`src/rtl/echo_pkg.sv`:
```
// Shared op codes, command bytes and state encodings for the echo sounder host controller.
package echo_pkg;

    typedef enum logic [1:0] {
        OP_SET_ANGLE = 2'd0,
        OP_SET_MODE  = 2'd1,
        OP_MEASURE   = 2'd2,
        OP_SWEEP     = 2'd3
    } op_e;

    typedef enum logic [2:0] {
        ST_IDLE,
        ST_TX_WAIT,
        ST_TX_STROBE,
        ST_TX_BUSY,
        ST_RESP_WAIT
    } host_state_e;

    typedef enum logic {
        ST_EXP_DIST,
        ST_EXP_ANGLE
    } rx_state_e;

    localparam logic [7:0] CMD_SET_ANGLE = 8'h00;
    localparam logic [7:0] CMD_SET_MODE  = 8'h04;
    localparam logic [7:0] CMD_MEASURE   = 8'h08;
    localparam int         TAG_BIT       = 0;

    function automatic logic [7:0] clear_tag(input logic [7:0] b);
        logic [7:0] r;
        r          = b;
        r[TAG_BIT] = 1'b0;
        return r;
    endfunction

endpackage

```
`src/rtl/echo_frame_rx.sv`:
```
// Receive side: byte handshake with the UART and pairing of tagged distance/angle bytes.
// EXP_DIST waits for a distance byte | EXP_ANGLE holds a distance, waits for its angle.
module echo_frame_rx
    import echo_pkg::*;
(
    input  logic       clk,
    input  logic       rst,
    input  logic       rx_rdy,
    input  logic [7:0] rx_data,
    output logic       rx_oen,
    output logic       smp_valid,
    output logic [7:0] smp_distance,
    output logic [7:0] smp_angle,
    output logic       err
);

    rx_state_e  state_q, state_d;
    logic       wait_low_q, wait_low_d;
    logic       oen_q, oen_d;
    logic [7:0] dist_q, dist_d;
    logic [7:0] smp_dist_q, smp_dist_d;
    logic [7:0] smp_ang_q, smp_ang_d;
    logic       valid_q, valid_d;
    logic       err_q, err_d;
    logic       take;

    always_comb begin
        take       = rx_rdy && !wait_low_q;
        state_d    = state_q;
        dist_d     = dist_q;
        smp_dist_d = smp_dist_q;
        smp_ang_d  = smp_ang_q;
        valid_d    = 1'b0;
        err_d      = 1'b0;
        oen_d      = !take;
        // a held byte is consumed once; rx_rdy must drop before the next one counts
        wait_low_d = take || (wait_low_q && rx_rdy);
        if (take) begin
            case (state_q)
                ST_EXP_DIST: begin
                    if (rx_data[TAG_BIT]) begin
                        err_d = 1'b1;
                    end else begin
                        dist_d  = rx_data;
                        state_d = ST_EXP_ANGLE;
                    end
                end
                ST_EXP_ANGLE: begin
                    if (!rx_data[TAG_BIT]) begin
                        err_d  = 1'b1;
                        dist_d = rx_data;
                    end else begin
                        smp_dist_d = clear_tag(dist_q);
                        smp_ang_d  = clear_tag(rx_data);
                        valid_d    = 1'b1;
                        state_d    = ST_EXP_DIST;
                    end
                end
                default: state_d = ST_EXP_DIST;
            endcase
        end
    end

    always_ff @(posedge clk) begin
        if (rst) begin
            state_q    <= ST_EXP_DIST;
            wait_low_q <= 1'b0;
            oen_q      <= 1'b1;
            dist_q     <= 8'h00;
            smp_dist_q <= 8'h00;
            smp_ang_q  <= 8'h00;
            valid_q    <= 1'b0;
            err_q      <= 1'b0;
        end else begin
            state_q    <= state_d;
            wait_low_q <= wait_low_d;
            oen_q      <= oen_d;
            dist_q     <= dist_d;
            smp_dist_q <= smp_dist_d;
            smp_ang_q  <= smp_ang_d;
            valid_q    <= valid_d;
            err_q      <= err_d;
        end
    end

    assign rx_oen       = oen_q | rst;
    assign smp_valid    = valid_q;
    assign smp_distance = smp_dist_q;
    assign smp_angle    = smp_ang_q;
    assign err          = err_q;

endmodule

```
`src/rtl/echo_host_ctrl.sv`:
```
// Host request FSM: IDLE accepts a request | TX_WAIT/TX_STROBE/TX_BUSY run the UART byte
// handshake | RESP_WAIT awaits a sample pair or the timeout.
module echo_host_ctrl
    import echo_pkg::*;
#(
    parameter int TIMEOUT_CYCLES = 1000000
) (
    input  logic       clk,
    input  logic       rst,
    input  logic       req_valid,
    input  logic [1:0] req_op,
    input  logic [7:0] req_arg,
    output logic       req_ready,
    input  logic       tx_rdy,
    output logic       tx_wen,
    output logic [7:0] tx_data,
    input  logic       rx_rdy,
    input  logic [7:0] rx_data,
    output logic       rx_oen,
    output logic       smp_valid,
    output logic [7:0] smp_distance,
    output logic [7:0] smp_angle,
    output logic       err,
    output logic       timeout
);

    localparam int CNT_W = $clog2(TIMEOUT_CYCLES + 1);
    typedef logic [CNT_W-1:0] cnt_t;
    localparam cnt_t CNT_LAST = cnt_t'(TIMEOUT_CYCLES - 1);
    localparam cnt_t CNT_MAX  = cnt_t'(TIMEOUT_CYCLES);

    host_state_e state_q, state_d;
    logic [7:0]  byte0_q, byte0_d;
    logic [7:0]  byte1_q, byte1_d;
    logic [7:0]  tx_data_q, tx_data_d;
    logic        two_q, two_d;
    logic        resp_q, resp_d;
    logic        idx_q, idx_d;
    logic        err_q, err_d;
    logic        to_q, to_d;
    cnt_t        cnt_q, cnt_d;
    logic        rx_smp_valid;
    logic        rx_err;

    always_comb begin
        state_d   = state_q;
        byte0_d   = byte0_q;
        byte1_d   = byte1_q;
        tx_data_d = tx_data_q;
        two_d     = two_q;
        resp_d    = resp_q;
        idx_d     = idx_q;
        cnt_d     = cnt_q;
        err_d     = 1'b0;
        to_d      = 1'b0;
        case (state_q)
            ST_IDLE: begin
                if (req_valid) begin
                    idx_d   = 1'b0;
                    two_d   = 1'b0;
                    resp_d  = 1'b0;
                    state_d = ST_TX_WAIT;
                    case (op_e'(req_op))
                        OP_SET_ANGLE: begin
                            byte0_d = CMD_SET_ANGLE;
                            byte1_d = req_arg;
                            two_d   = 1'b1;
                        end
                        OP_SET_MODE: byte0_d = CMD_SET_MODE | {7'b0, req_arg[0]};
                        OP_MEASURE: begin
                            byte0_d = CMD_MEASURE;
                            resp_d  = 1'b1;
                        end
                        default: begin
                            // a sweep with an empty end sector is rejected without sending
                            if (req_arg[7:4] == 4'h0) begin
                                err_d   = 1'b1;
                                state_d = ST_IDLE;
                            end else begin
                                byte0_d = req_arg;
                                resp_d  = 1'b1;
                            end
                        end
                    endcase
                end
            end
            ST_TX_WAIT: begin
                if (tx_rdy) begin
                    tx_data_d = idx_q ? byte1_q : byte0_q;
                    state_d   = ST_TX_STROBE;
                end
            end
            ST_TX_STROBE: state_d = ST_TX_BUSY;
            ST_TX_BUSY: begin
                if (!tx_rdy) begin
                    if (two_q && !idx_q) begin
                        idx_d   = 1'b1;
                        state_d = ST_TX_WAIT;
                    end else if (resp_q) begin
                        cnt_d   = '0;
                        state_d = ST_RESP_WAIT;
                    end else begin
                        state_d = ST_IDLE;
                    end
                end
            end
            ST_RESP_WAIT: begin
                if (rx_smp_valid) begin
                    state_d = ST_IDLE;
                end else if (cnt_q == CNT_LAST) begin
                    to_d    = 1'b1;
                    state_d = ST_IDLE;
                end else if (cnt_q != CNT_MAX) begin
                    cnt_d = cnt_q + cnt_t'(1);
                end
            end
            default: state_d = ST_IDLE;
        endcase
    end

    always_ff @(posedge clk) begin
        if (rst) begin
            state_q   <= ST_IDLE;
            byte0_q   <= 8'h00;
            byte1_q   <= 8'h00;
            tx_data_q <= 8'h00;
            two_q     <= 1'b0;
            resp_q    <= 1'b0;
            idx_q     <= 1'b0;
            err_q     <= 1'b0;
            to_q      <= 1'b0;
            cnt_q     <= '0;
        end else begin
            state_q   <= state_d;
            byte0_q   <= byte0_d;
            byte1_q   <= byte1_d;
            tx_data_q <= tx_data_d;
            two_q     <= two_d;
            resp_q    <= resp_d;
            idx_q     <= idx_d;
            err_q     <= err_d;
            to_q      <= to_d;
            cnt_q     <= cnt_d;
        end
    end

    echo_frame_rx u_frame_rx (
        .clk          (clk),
        .rst          (rst),
        .rx_rdy       (rx_rdy),
        .rx_data      (rx_data),
        .rx_oen       (rx_oen),
        .smp_valid    (rx_smp_valid),
        .smp_distance (smp_distance),
        .smp_angle    (smp_angle),
        .err          (rx_err)
    );

    assign req_ready = (state_q == ST_IDLE);
    assign tx_wen    = (state_q != ST_TX_STROBE) | rst;
    assign tx_data   = tx_data_q;
    assign smp_valid = rx_smp_valid;
    assign err       = err_q | rx_err;
    assign timeout   = to_q;

endmodule

```
`config.mk`:
```
export PLATFORM = sky130hd
export DESIGN_NAME = echo_host_ctrl
export DESIGN_NICKNAME = d
export VERILOG_FILES = /design/src/rtl/echo_pkg.sv /design/src/rtl/echo_frame_rx.sv /design/src/rtl/echo_host_ctrl.sv
export SDC_FILE = /design/constraint.sdc
export NUM_CORES = 1
export LEC_CHECK = 0
export CORE_ASPECT_RATIO = 2
export CORE_MARGIN = 2
export CORE_UTILIZATION = 50
export CTS_BUF_LIST = sky130_fd_sc_hd__clkbuf_8
export CTS_CLUSTER_DIAMETER = 100
export DETAILED_ROUTE_END_ITERATION = 6
export PLACE_DENSITY = 0.74
export SLEW_MARGIN = 20
export SYNTH_ARGS = -nofsm -noshare
export SYNTH_HDL_FRONTEND = slang
export SYNTH_HIERARCHICAL = 1
export SYNTH_SLANG_ARGS = --single-unit
```
`constraint.sdc`:
```
create_clock -name clk -period 2.3 [get_ports clk]
set_input_delay 0.46 -clock clk [delete_from_list [all_inputs] [get_ports clk]]
set_output_delay 0.46 -clock clk [all_outputs]
set_load 0.02 [all_outputs]
```
==> flow_summary_export.csv, run 1 <==
group,metric,value,unit
status,status,"complete, but fails checks",
status,violations,"design-rule violations",
power,power_density,638.8,nW/µm²
grt,overflow,0,
route,drt_iter0_markers,146,
grt,antenna_found_initial,0,
die,die_y,125.5,µm
finish,drive_above_1_share,0.1130,
finish,finalNonFillerCells,552,
timing,worst_pin_slew,0.5593,ns
timing,slew_violations,0,
finish,multi_input_area,1993,µm²
die,row_count,44,
timing,period_share,0.9628,
clocking,h-tree-depth,3,
logic_synthesis,synth_edf_count,0,
die,die_area,8127,µm²
clocking,cts_root_buf,"clkbuf_8",
setup_path,path_class,"reg2out",
logic_synthesis,ys_ff_latch,78,
logic_synthesis,synthTopCellsByArea,"dfxtp_1, mux2i_1, nand2b_1",
route,dr.pass1.iters,6,
timing,slew_headroom,0.6266,
logic_synthesis,yosysTopAreaCell,"dfxtp_1",
die,ioPinCount,53,
finish,area_delta_synth_final,22.81,%
logic_synthesis,yosysWarnings,6,
setup_path,worstPathArrival,1.75,ns
timing,final-hold-violation-count,0,
setup_path,crit_chain,"nand3_1 -> clkdlybuf4s50_1",
clocking,numCtsBuffers,9,
clocking,tritoncts,"done",
finish,final_nets,481,
die,initial_utilization,0.5118,
clocking,insertion_delay,0.35,ns
job,cap_violations,0,
clocking,clock_sinks,78,
power,p_leak,1.658,nW
finish,n_fill_cell,644,
grt,grt_pass1_vias,3042,
grt,grt_pass1_wl,14460,µm
route,drt-total-wl,8502,µm
finish,antenna_cells,0,
setup_path,slowest_stage,"dfxtp_1",
power,ir_drop,0.5782,mV
logic_synthesis,synth_area,3691,µm²
logic_synthesis,synth_cell_types,61,
timing,setup_viol,0,
route,remaining_drc_errors,2,
timing,fin_crit,2.214,ns
grt,grtUsageMet2,0.3960,
grt,grt_use_met3,0.04946,
timing,setup_tns,0,ns
route,post_drt_wl_per_cell,15.40,µm
place,port_buffers,50,
logic_synthesis,ys_async_sr_fraction,0,
place,dp_cells,536,
setup_path,crit_required,1.84,ns
hold_path,hold_path_class,"reg2reg",
die,core_area,7212,µm²
clocking,clkSlewWorstSetupHoldPaths,0.08,ns
route,via_count,3129,
grt,grt_usage,0.2268,
grt,grtUsageMet1,0.2549,
die,fp.dieW,64.76,µm
route,final_antenna_net_count,0,
grt,grt_max_degree,37,
finish,seqCellArea,1564,µm²
setup_path,cp_max_fo,13,
logic_synthesis,synthCells,403,
grt,busiest_layer,"met2",
clocking,cts_post_setup_buffers_inserted,0,
place,place_hpwl,6324,µm
setup_path,startpoint_type,"flop",
finish,finish.utilization,0.6286,
setup_path,cp_slowest_stage_delay,0.68,ns
timing,fmax,451.6,MHz
logic_synthesis,synth_top_area_frac,0.4231,
logic_synthesis,avgSynthCellArea,9.159,µm²
clocking,clock_path_buffers,2,
timing,skew,0.004861,ns
route,via_per_inst,5.668,
logic_synthesis,ys_seq_area_frac,0.4231,
logic_synthesis,synth_flop_cell,"dfxtp_1",
place,place_congestion,0.9014,
setup_path,crit_path_end_kind,"output pin",
## kinds of logic (layout without fill, tap and decap cells)
group / count (synthesis) / after routing / share of synthesized area
adders and majority gates: 3 / 3 / 0.01017
and+or+nand+nor: 171 / 171 / 0.2797
buffers and inverters: 31 / 87 / 0.03966
other: 1 / 2 / 0.001016
AOI/OAI and AO/OA: 82 / 82 / 0.1461
muxes: 37 / 37 / 0.1003
DFF: 78 / 78 / 0.4231
## power breakdown
part,total [mW],leakage (nW),switching [mW],internal [mW]
Clock,1.20,0.119,0.498,0.704
Sequential,1.42,0.633,0.0325,1.39
Combinational,0.274,0.906,0.141,0.133
## worst paths after layout
check	start	to	slack [ns]	cells after the start
setup reg to reg	state_q[1]	cnt_q[5]	0.35	5
setup / recovery	state_q[1]	tx_wen	0.09	2
hold / removal	byte0_q[6]	byte0_q[6]	0.45	2
hold reg to reg	byte0_q[6]	byte0_q[6]	0.45	2
## final cells by class
class	count	area share
Multi-Input combinational cell	295	0.4397
Sequential cell	78	0.3450
Timing Repair Buffer	62	0.1292
Clock buffer	12	0.03643
Tap cell	92	0.02539
Clock inverter	4	0.01684
Inverter	9	0.007452
## flip-flops by register name, indices dropped and copies added (netlist names), 3 cells and up
register	flops
cnt_q	20
byte0_q	8
byte1_q	8
tx_data	8
u_frame_rx/dist_q	7
u_frame_rx/smp_angle	7
u_frame_rx/smp_distance	7
state_q	3
## cell usage after synthesis, drive strengths merged, types with 3 or more instances
library cell	instances
o21ai	19
ha	3
nor2	32
nand2	29
dfxtp	78
and3b	3
nand4	5
and4	5
mux2i	37
o31ai	3
nand3	20
buf	10
inv	9
clkbuf	12
nor4b	3
a211oi	11
nor3	5
nor4	4
a21oi	21
nand4b	4
a31oi	14
and3	6
nor3b	5
nand2b	33
or2	3
## worst max-delay path: cells and delay by family, from the launching register on
kind	cells	cell delay, ns
flip-flops	1	0.68
buffers and inverters	1	0.59
AND/OR/NAND/NOR	1	0.13
## per-stage QoR
stage	cell area, µm²	hold WS (ns)	total power, mW	worst slack, ns
final	4533	0.4534	2.896	0.08565
after global routing	4533	0.4742	3.007	-0.001257
after CTS	4526	0.4561	2.922	0.03049
after detailed placement	4283	0.4452	1.724	0.1202
after global placement	4283	0.4372	1.719	0.1948
after floorplan	3695	0.4307	1.611	0.4322
## cell usage in the layout, fill, tap and decap left out, drive strengths merged, types with 13 or more instances in the layout
cell type	Yosys	routed
clkdlybuf4s50	0	49
nand3	20	20
a21oi	21	21
nand2	29	29
nand2b	33	33
a31oi	14	14
buf	10	13
mux2i	37	37
dfxtp	78	78
nor2	32	32
o21ai	19	19
## timing repair
| action | CTS | global route |
|---|---|---|
| pin swaps | 0 | 0 |
| gates resized for setup | 1 | 2 |
| endpoints found under the setup margin | 2 | 2 |
| hold buffers | 0 | 0 |
## routing by layer
layer	part of all wire	up-vias	wire, µm
li1	-	1561	-
met1	0.37	1478	3186
met2	0.56	80	4794
met3	0.041	10	345
met4	0.021	0	176
met5	0	-	0
No activity file was read; power rests on OpenSTA's default activity.
==> run 2: changes to the inputs <==
Settings changed: SETUP_SLACK_MARGIN set to 0.15.
==> run 2 against run 1 <==
Net effect: the run now ends clean; total power down 0.12%; design area about the same; die area unchanged; register-to-register slack better by 0.06 ns; maximum frequency up 7.3%; sequential share of layout area up 0.11 points.
==> flow_summary_export.csv, run 2 (synthesis gave the netlist of run 1 again) <==
group,metric,value,unit
clocking,h-tree-depth,3,
route,remaining_drc_errors,0,
route,via_per_inst,5.672,
finish,final_common_cell,"dfxtp_1",
timing,skew,0.004566,ns
clocking,numCtsBuffers,9,
power,power.clock.fraction,0.415,
finish,area_delta_synth_final,22.71,%
die,die_area,8127,µm²
die,row_count,44,
route,dr.pass1.iters,4,
clocking,cts_root_buf,"clkbuf_8",
grt,grt_max_degree,37,
setup_path,cp_max_fo,13,
place,place_congestion,0.9014,
timing,setup_viol,0,
grt,grt_pass1_wl,14460,µm
setup_path,path_class,"reg2out",
timing,setup_tns,0,ns
status,status,"complete, no violations",
place,port_buffers,50,
finish,layout_common_cells,"dfxtp_1, clkdlybuf4s50_1, mux2i_1",
die,ioPinCount,53,
power,p_sw_frac,0.2319,
timing,final-hold-violation-count,0,
die,fp.dieW,64.76,µm
die,die_y,125.5,µm
setup_path,crit_required,1.84,ns
grt,grt_usage,0.2268,
grt,overflow,0,
hold_path,hold_path_class,"reg2reg",
timing,slew_headroom,0.6366,
setup_path,crit_path_end_kind,"output pin",
die,initial_utilization,0.5118,
finish,largest_register,"cnt_q",
clocking,clock_sinks,78,
power,power.switching,0.6708,mW
setup_path,crit_start,"state_q[2]",
timing,worst_pin_slew,0.5434,ns
power,pwr-share-seq,0.491,
setup_path,startpoint_type,"flop",
die,core_area,7212,µm²
finish,finish.utilization,0.6280,
finish,seqCellArea,1568,µm²
finish,antenna_cells,0,
route,final_antenna_net_count,0,
route,via_count,3131,
timing,fin_crit,2.065,ns
job,cap_violations,0,
grt,grt_pass1_vias,3042,
timing,fmax,484.4,MHz
setup_path,timing.rr.start,"cnt_q[11]",
power,combPwrFrac,0.094,
clocking,clock_path_buffers,2,
grt,antenna_found_initial,0,
setup_path,rrSetupSlack,0.41,ns
power,power_density,638.5,nW/µm²
timing,whs,0.4529,ns
route,drt-total-wl,8531,µm
finish,largest_reg_flops,20,
hold_path,holdCritStartpoint,"byte0_q[6]",
timing,rsz0062_at_grt,"false",
finish,n_fill_cell,645,
clocking,cts_post_setup_buffers_inserted,0,
finish,final_nets,481,
finish,drive_above_1_share,0.1152,
timing,period_share,0.8977,
place,place_hpwl,6324,µm
power,p_leak,1.657,nW
clocking,tritoncts,"done",
power,p_int,2.221,mW
setup_path,worstPathArrival,1.60,ns
clocking,hold_buffers,0,
route,drt_iter0_markers,125,
clocking,clkSlewWorstSetupHoldPaths,0.07,ns
clocking,insertion_delay,0.35,ns
timing,slew_violations,0,
finish,multi_input_area,1987,µm²
power,ir_drop,0.5762,mV
route,post_drt_wl_per_cell,15.45,µm
## run 2: cell types whose count changed in the layout (fill, tap and decap cells not counted), sizes merged
cell and change:
clkdlybuf4s50 -1, dlygate4sd2 +1
## run 2: repair_timing
action                                  4_1_cts  5_1_grt
endpoints found under the hold margin         0        0
endpoints found under the setup margin        2        1
resized for setup                             2        3
## run 2: cell type report
| type | count | share of cell area |
|---|---|---|
| flip-flops and latches | 78 | 0.3461 |
| clock buffers | 12 | 0.03646 |
| well taps | 92 | 0.02541 |
| inverters | 9 | 0.007459 |
| repair buffers | 62 | 0.1290 |
| multi-input cells | 295 | 0.4387 |
| clock inverters | 4 | 0.01685 |
## run 2: power by group through the flow
stage	sequential (mW)	clock, mW	combinational (mW)
after detailed placement	1.45	0	0.274
after floorplan	1.45	0	0.159
after global routing	1.42	1.28	0.297
after global placement	1.45	0	0.270
final	1.42	1.20	0.271
after CTS	1.42	1.23	0.273
## run 2: final timing paths
check	end	cells past startpoint
worst max-delay path	tx_wen	3
worst max register to register	cnt_q[5]	5
worst min-delay path	byte0_q[6]	2
worst min register to register	byte0_q[6]	2
## run 2: critical path, cell delays in order, from the launching register on
cell and delay, ns:
dfxtp_2 0.47, nor2_1 0.08, nand3_1 0.08, clkdlybuf4s50_1 0.62
## run 2: stage by stage
step | instances | power, mW | area [µm²] | worst slack (ns)
after detailed placement | 536 | 1.724 | 4283 | 0.1202
final | 552 | 2.892 | 4529 | 0.2354
after global placement | 536 | 1.719 | 4283 | 0.1948
after floorplan | 404 | 1.611 | 3695 | 0.4322
after global routing | 552 | 3.003 | 4529 | 0.1579
after CTS | 552 | 2.920 | 4524 | 0.06509
## run 2: per-layer routing
| metal | GRT usage | vias to the layer above | routed length, µm |
|---|---|---|---|
| li1 | - | 1561 | - |
| met1 | 0.2549 | 1482 | 3190 |
| met2 | 0.3960 | 75 | 4799 |
| met3 | 0.04946 | 13 | 319 |
| met4 | 0.1064 | 0 | 221 |
| met5 | 0 | - | 0 |
==> run 3: changes to the inputs <==
Settings changed: CORE_ASPECT_RATIO 2 to 1.2, CORE_UTILIZATION 50 to 45, PLACE_DENSITY 0.74 to 0.68.
==> run 3 against run 2 <==
Net effect: sequential share of layout area increased by 0.14 points; core utilization decreased by 6.9 points; clock power decreased by 23%; design area decreased by 0.41%; hold slack improved by 0.0035 ns; non-clock buffer count increased by 5; sequential power about the same; clock skew about the same; final cell count increased by 1.4%; maximum frequency decreased by 0.66%; critical endpoint unchanged; highest routed layer unchanged.
==> flow_summary_export.csv, run 3 (synthesis gave the netlist of run 1 again) <==
group,metric,value,unit
timing,setup_tns,0,ns
place,place_area,4324,µm²
timing,rsz0062_at_grt,"false",
finish,fin_area,4511,µm²
finish,finish.utilization,0.5594,
setup_path,startpoint_type,"flop",
route,post_drt_wl_per_cell,15.06,µm
place,port_buffers,50,
hold_path,hold_path_class,"reg2reg",
finish,multi_input_area,1993,µm²
grt,grt_max_degree,45,
finish,layout_common_cells,"dfxtp_1, clkdlybuf4s50_1, mux2i_1",
timing,slew_headroom,0.6651,
setup_path,cp_max_fo,15,
die,die_area,8946,µm²
clocking,hold_buffers,0,
finish,finalNonFillerCells,560,
timing,fin_crit,2.078,ns
setup_path,worstPathArrival,1.62,ns
setup_path,path_class,"reg2out",
timing,period_share,0.9036,
status,status,"complete, no violations",
clocking,clock_path_buffers,2,
setup_path,crit_path_end_kind,"output pin",
grt,grt_pass1_vias,3115,
die,core_area,8063,µm²
timing,setup_viol,0,
finish,n_fill_cell,730,
route,drt-total-wl,8431,µm
power,p_leak,1.654,nW
setup_path,cp_slowest_stage_delay,0.64,ns
die,row_count,36,
place,place_congestion,0.7972,
route,final_antenna_net_count,0,
clocking,clock_sinks,78,
grt,antenna_found_initial,0,
finish,final_common_cell,"dfxtp_1",
clocking,clkSlewWorstSetupHoldPaths,0.08,ns
route,drt_iter0_markers,118,
route,highest_layer,"met4",
clocking,cts_post_setup_buffers_inserted,0,
setup_path,slowest_stage,"clkdlybuf4s50_1",
route,dr.pass1.iters,4,
clocking,cts_root_buf,"clkbuf_8",
setup_path,crit_chain,"nor2_1 -> nand3_1 -> clkdlybuf4s50_1",
die,fp.dieW,86.68,µm
power,ir_drop,0.4130,mV
finish,antenna_cells,0,
finish,seqCellArea,1568,µm²
power,power_density,581.4,nW/µm²
route,route.met2.wl,4232,µm
place,place_hpwl,5861,µm
finish,area_delta_synth_final,22.20,%
clocking,h-tree-depth,3,
timing,slew_violations,0,
route,met1_length,3692,µm
clocking,tritoncts,"done",
finish,largest_reg_flops,20,
timing,final-hold-violation-count,0,
grt,grt_usage,0.1982,
route,via_per_inst,5.570,
route,via_count,3119,
timing,fmax,481.2,MHz
die,ioPinCount,53,
grt,overflow,0,
setup_path,crit_required,1.84,ns
finish,drive_above_1_share,0.1226,
clocking,insertion_delay,0.35,ns
job,cap_violations,0,
grt,grt_pass1_wl,14000,µm
clocking,cts-resized-gates,5,
timing,worst_pin_slew,0.5023,ns
die,initial_utilization,0.4578,
route,remaining_drc_errors,0,
finish,largest_register,"cnt_q",
die,die_y,103.2,µm
finish,final_nets,486,
clocking,numCtsBuffers,9,
route,dr_wl_met3,369,µm
timing,skew,0.004224,ns
place,dp_cells,544,
run 3: cell count changes in the layout (fill, tap and decap cells not counted):
cell,delta
clkinv_2,+2
clkbuf_8,-2
buf_4,+5
inv_1,+1
nor3_4,+1
nor3_2,-1
bufinv_16,-2
clkinvlp_4,+1
run 3: final cells by class:
class                   count  share of cell area
well taps                  95             0.02635
clock buffers              10             0.03051
multi-input cells         295              0.4419
clock inverters             6            0.008322
flip-flops and latches     78              0.3476
inverters                   9            0.007490
repair buffers             67              0.1379
run 3: worst max-delay path: cells and delay by family (launching register included):
family / cells / cell delay [ns]
and+or+nand+nor: 2 / 0.17
buffers and inverters: 1 / 0.64
DFF: 1 / 0.47
run 3: power breakdown:
| group | switching (mW) | total (mW) | internal (mW) |
|---|---|---|---|
| clock | 0.510 | 0.927 | 0.417 |
| sequential | 0.0333 | 1.42 | 1.39 |
| combinational | 0.140 | 0.274 | 0.134 |
| total | 0.684 | 2.62 | 1.94 |
run 3: layer usage:
metal / vias to the layer above / track usage
met1: 1459 / 0.2313
met5: - / 0
met2: 71 / 0.3485
li1: 1577 / -
met4: 0 / 0.08894
met3: 12 / 0.04286
run 3: final timing paths:
path	startpoint	end	slack (ns)	cells after the start
hold reg to reg	byte0_q[2]	byte0_q[2]	0.46	2
hold / removal	byte0_q[2]	byte0_q[2]	0.46	2
setup / recovery	state_q[0]	tx_wen	0.22	3
setup reg to reg	cnt_q[0]	cnt_q[5]	0.43	8
run 3: per-stage QoR:
step,hold WS (ns),setup WS (ns),total power [mW]
2_1_floorplan,0.4307,0.4322,1.611
3_3_place_gp,0.4388,0.1731,1.722
3_5_place_dp,0.4482,0.1376,1.726
4_1_cts,0.4629,0.1512,2.652
5_1_grt,0.4923,0.1563,2.741
6_report,0.4564,0.2217,2.623
